==> config.mk <==
export PLATFORM = sky130hd
export DESIGN_NAME = uart_bps_gen
export DESIGN_NICKNAME = d
export VERILOG_FILES = /design/src/rtl/uart_bps_pkg.sv /design/src/rtl/uart_bps_gen.sv
export SDC_FILE = /design/constraint.sdc
export NUM_CORES = 1
export LEC_CHECK = 0
export CORE_UTILIZATION = 50
export DETAILED_ROUTE_END_ITERATION = 8
export PLACE_DENSITY = 0.67
export SYNTH_ARGS = -nofsm -noshare
export SYNTH_HDL_FRONTEND = slang
export SYNTH_SLANG_ARGS = --single-unit
==> constraint.sdc <==
create_clock -name CLK -period 3 [get_ports CLK]
set_clock_uncertainty 0.15 [all_clocks]
set_input_delay 0.45 -clock CLK [delete_from_list [all_inputs] [get_ports CLK]]
set_output_delay 0.45 -clock CLK [all_outputs]
set_load 0.01 [all_outputs]
==> src/rtl/uart_bps_pkg.sv <==
// Shared state type, default divisors and decode helpers for the UART bit-timing generator.
package uart_bps_pkg;

    typedef enum logic {
        IDLE = 1'b0,
        RUN  = 1'b1
    } bps_state_e;

    localparam int DEF_CNT_W = 16;
    localparam int DEF_DIV0  = 10417;
    localparam int DEF_DIV1  = 5208;
    localparam int DEF_DIV2  = 868;
    localparam int DEF_DIV3  = 434;

    // A frame length field of zero encodes the maximum of sixteen bit periods.
    function automatic logic [4:0] frame_len_decode(input logic [3:0] len);
        logic [4:0] dec;
        if (len == 4'd0) begin
            dec = 5'd16;
        end else begin
            dec = {1'b0, len};
        end
        return dec;
    endfunction

    function automatic bit div_ok(input int div, input int cnt_w);
        return (div >= 32'sd2) && (longint'(div) <= (64'sd1 <<< cnt_w));
    endfunction

endpackage

==> src/rtl/uart_bps_gen.sv <==
// UART bit-timing generator: per-frame divisor select, bit-period counter and
// decoded mid-bit / bit-end / frame-done strobes for the TX and RX paths.
module uart_bps_gen
    import uart_bps_pkg::*;
#(
    parameter int CNT_W = DEF_CNT_W,
    parameter int DIV0  = DEF_DIV0,
    parameter int DIV1  = DEF_DIV1,
    parameter int DIV2  = DEF_DIV2,
    parameter int DIV3  = DEF_DIV3
) (
    input  logic       CLK,
    input  logic       RST,
    input  logic       Count_Sig,
    input  logic [1:0] Baud_Sel,
    input  logic [3:0] Frame_Len,
    output logic       BPS_CLK,
    output logic       Bit_End,
    output logic [3:0] Bit_Idx,
    output logic       Frame_Done,
    output logic       Busy
);

    if (!div_ok(DIV0, CNT_W) || !div_ok(DIV1, CNT_W) ||
        !div_ok(DIV2, CNT_W) || !div_ok(DIV3, CNT_W)) begin : g_div_check
        $fatal(1, "uart_bps_gen: every DIVn must lie in 2..2**CNT_W");
    end

    // Terminal counts are stored as DIV-1 so a full 2**CNT_W period still fits the counter.
    localparam logic [CNT_W-1:0] DIV0_M1 = CNT_W'(DIV0 - 1);
    localparam logic [CNT_W-1:0] DIV1_M1 = CNT_W'(DIV1 - 1);
    localparam logic [CNT_W-1:0] DIV2_M1 = CNT_W'(DIV2 - 1);
    localparam logic [CNT_W-1:0] DIV3_M1 = CNT_W'(DIV3 - 1);
    localparam logic [CNT_W-1:0] CNT_ONE = CNT_W'(1);

    bps_state_e       r_state;
    bps_state_e       w_next_state;
    logic [CNT_W-1:0] r_count;
    logic [CNT_W-1:0] r_div;
    logic [3:0]       r_bit_idx;
    logic [4:0]       r_len;
    logic [CNT_W-1:0] w_div_sel;
    logic             w_run;
    logic             w_bit_end;
    logic             w_last_bit;

    assign w_run      = (r_state == RUN);
    assign w_bit_end  = w_run && (r_count == r_div);
    assign w_last_bit = ({1'b0, r_bit_idx} == (r_len - 5'd1));

    // Divisor selection, only captured into r_div at frame start.
    always_comb begin
        case (Baud_Sel)
            2'd0:    w_div_sel = DIV0_M1;
            2'd1:    w_div_sel = DIV1_M1;
            2'd2:    w_div_sel = DIV2_M1;
            2'd3:    w_div_sel = DIV3_M1;
            default: w_div_sel = DIV0_M1;
        endcase
    end

    // State register.
    always_ff @(posedge CLK) begin
        if (RST) begin
            r_state <= IDLE;
        end else begin
            r_state <= w_next_state;
        end
    end

    // Next-state logic: a dropped run request aborts the frame immediately.
    always_comb begin
        w_next_state = r_state;
        case (r_state)
            IDLE: begin
                if (Count_Sig) begin
                    w_next_state = RUN;
                end else begin
                    w_next_state = IDLE;
                end
            end
            RUN: begin
                if (!Count_Sig) begin
                    w_next_state = IDLE;
                end else if (w_bit_end && w_last_bit) begin
                    w_next_state = IDLE;
                end else begin
                    w_next_state = RUN;
                end
            end
            default: w_next_state = IDLE;
        endcase
    end

    // Bit-period counter, bit index and per-frame divisor/length capture.
    always_ff @(posedge CLK) begin
        if (RST) begin
            r_count   <= '0;
            r_bit_idx <= 4'd0;
            r_div     <= '0;
            r_len     <= 5'd0;
        end else if (r_state == IDLE) begin
            r_count   <= '0;
            r_bit_idx <= 4'd0;
            if (Count_Sig) begin
                r_div <= w_div_sel;
                r_len <= frame_len_decode(Frame_Len);
            end else begin
                r_div <= r_div;
                r_len <= r_len;
            end
        end else if (w_next_state == IDLE) begin
            r_count   <= '0;
            r_bit_idx <= 4'd0;
        end else if (w_bit_end) begin
            r_count   <= '0;
            r_bit_idx <= r_bit_idx + 4'd1;
        end else begin
            r_count <= r_count + CNT_ONE;
        end
    end

    assign BPS_CLK    = w_run && (r_count == (r_div >> 1));
    assign Bit_End    = w_bit_end;
    assign Frame_Done = w_bit_end && w_last_bit;
    assign Bit_Idx    = w_run ? r_bit_idx : 4'd0;
    assign Busy       = w_run;

endmodule

==> results_dict.tcl <==
set metrics [dict create \
    status "complete, no violations" \
    maxSlewHeadroom_pct 57.9 \
    r2r-start "r_count[0]$_SDFF_PP0_" \
    async_reset_ff_share_pct 0 \
    syn-mean-instance-area_um2 8.56 \
    dp_hpwl_mm 2.78 \
    design.portCount 17 \
    worstMarginPinSlew_ps 631 \
    core-area_um2 3720 \
    routedWlPerCell_um 12.9 \
    avgViaCountPerCell 5.23 \
    fmax_mhz 353 \
    min_path_cells 2 \
    crit_arrival_ps 2240 \
    htreeDepth 2 \
    syn-instance-count 231 \
    first_iter_violations 80 \
    synth_edf_count 0 \
    syn2layout_area_growth_pct 15.6 \
    hold_end "r_len[1]$_SDFFE_PP0P_" \
    ir_drop_v 0.000252 \
    drv_cap 0 \
    critPathLaunchType "flip-flop" \
    crit_path_end_kind "primary output" \
    start_util_pct 53.2 \
    core.rowCount 22 \
    cts_made_buffers 5 \
    nNetsFinal 268 \
    syn_nets 249 \
    insertion_delay_ps 290 \
    antenna_found_initial 0 \
    synthFlopType "dfxtp_1" \
    grt_pass1_vias 1470 \
    clockBufferDepth 2 \
    dr.pass1.iters 4 \
    vias 1565 \
    drt_wl_total_mm 3.85 \
    antennaDiodeCount 0 \
    hold_start "r_len[1]$_SDFFE_PP0P_" \
    grt_usage_pct 21.3 \
    die_h_um 64.9 \
    grt_setup_unrepaired "no" \
    finalSetupViolCount 0 \
    synth.distinct_cells 44 \
    reg2reg_setup_slack_ps 660 \
    hold_path_class "flip-flop to flip-flop" \
    antenna_left 0 \
    min_period_ps 2840 \
    design_area_um2 2290 \
    hold_violations 0 \
    post_dp_cell_area_um2 2150 \
    layout_commonest_cell "dfxtp_1" \
    remaining_drc_errors 0 \
    dieArea_um2 4210 \
    p_leak_nw 0.826 \
    cts_tree "done" \
    overflow 0 \
    ys_warn_count 0 \
    crit_type "flip-flop to primary output" \
    place_congestion 0.839 \
    crit_required_ps 2400 \
    layout_common_cells "dfxtp_1, nand2_1, nor2_1" \
    cts-root-buf "clkbuf_8" \
    ff2ff_path_depth 6 \
    powerDensity_nw_per_um2 431 \
    clk_pin_slew_ps 70 \
    timing.final.crit_share_pct 94.5 \
    drive_gt1_share_pct 12.0 \
    r2r-end "r_count[15]$_SDFF_PP0_" \
    port_buffers 16 \
    clock-sinks 35 \
    maxSlewViolCount 0 \
    dieWidth_um 64.9 \
    synth_area_um2 1980 \
    grt_pass1_wl_mm 6.80 \
    seq_area_frac_synth_pct 35.4 \
    worstPathMaxFanout 6 \
    grt_start_max_net_pins 17 \
    ys_ff_latch 35 \
    final.setup.tns_ps 0 \
]
==> synthesized netlist by cell type (all sizes together), types with 4 or more instances <==
cell type  number  area [um2]
nand3           6        30.0
clkbuf          9        43.8
a21oi          11        55.1
inv             6        22.5
nand4           9        56.3
dfxtp          35         701
nand2          28         105
ha              9         113
nor2           27         101
and2            5        32.5
nor3            8        40.0
xnor2          18         158
nand3b          4        30.0
and3            7        47.5
xor2           13         114
==> metal layers <==
layer / vias up / routed length, um / GRT usage, %
met5: - / 0 / 0
met4: 0 / 78 / 10.8
met2: 11 / 1600 / 30.6
met3: 8 / 103 / 4.23
met1: 722 / 2060 / 29.8
li1: 824 / - / -
==> per-stage QoR <==
stage,hold slack [ps],setup WS [ps],utilization [%],instances,power [W]
after CTS,333,84.1,61.5,299,0.000994
final,333,165,61.5,299,0.000985
after floorplan,299,733,-,231,0.000578
after detailed placement,324,126,57.7,288,0.000614
after global routing,360,6.80,61.5,299,0.00103
after global placement,314,245,57.7,288,0.000613
==> worst max-delay path by stage <==
stage / start / to / slack (ps) / cells after the start
floorplan: r_len[0]$_SDFFE_PP0P_ / Frame_Done / 730 / 6
global placement: r_len[0]$_SDFFE_PP0P_ / Frame_Done / 250 / 7
detailed placement: r_len[0]$_SDFFE_PP0P_ / Frame_Done / 130 / 7
CTS: r_count[13]$_SDFF_PP0_ / BPS_CLK / 80 / 4
global route: r_count[13]$_SDFF_PP0_ / BPS_CLK / 7 / 4
finish: r_div[12]$_SDFFE_PP0P_ / BPS_CLK / 160 / 3
==> flip-flops by register name, indices dropped and copies added (netlist names) <==
signal     flops
r_count       16
r_bit_idx      4
Busy           1
r_div          9
r_len          5
==> repair_timing <==
item / 4_1_cts / 5_1_grt
setup endpoints to repair: 1 / 1
pin swaps: 1 / 0
gates resized for setup: 4 / 1
hold buffers: 0 / 0
setup buffers: 3 / 0
==> power by group <==
group          leakage, nW  internal (W)  switching (W)
logic                0.490     0.0000584      0.0000564
clock network       0.0515      0.000210       0.000169
registers            0.284      0.000477      0.0000149
==> area by class of cell <==
class	count	area [um2]
repair buffers	25	226
inverters	6	22.5
well taps	48	60.1
flip-flops and latches	35	701
multi-input cells	177	1180
fillers	349	1430
clock buffers	8	100
==> worst max-delay path: stages, from the launching register on <==
cell and delay (ps):
dfxtp_1 370, or4_1 530, a2111oi_1 430, clkdlybuf4s50_1 610
==> kinds of logic after synthesis <==
kind of cell | count (synthesis) | synth area share (%)
AND/OR/NAND/NOR | 110 | 29.0
flip-flops | 35 | 35.4
XOR/XNOR | 31 | 13.7
AO/OA/AOI/OAI | 27 | 10.1
buffers and inverters | 19 | 6.07
adder cells (fa/ha/maj) | 9 | 5.69
(Power assumes the default switching activity.)
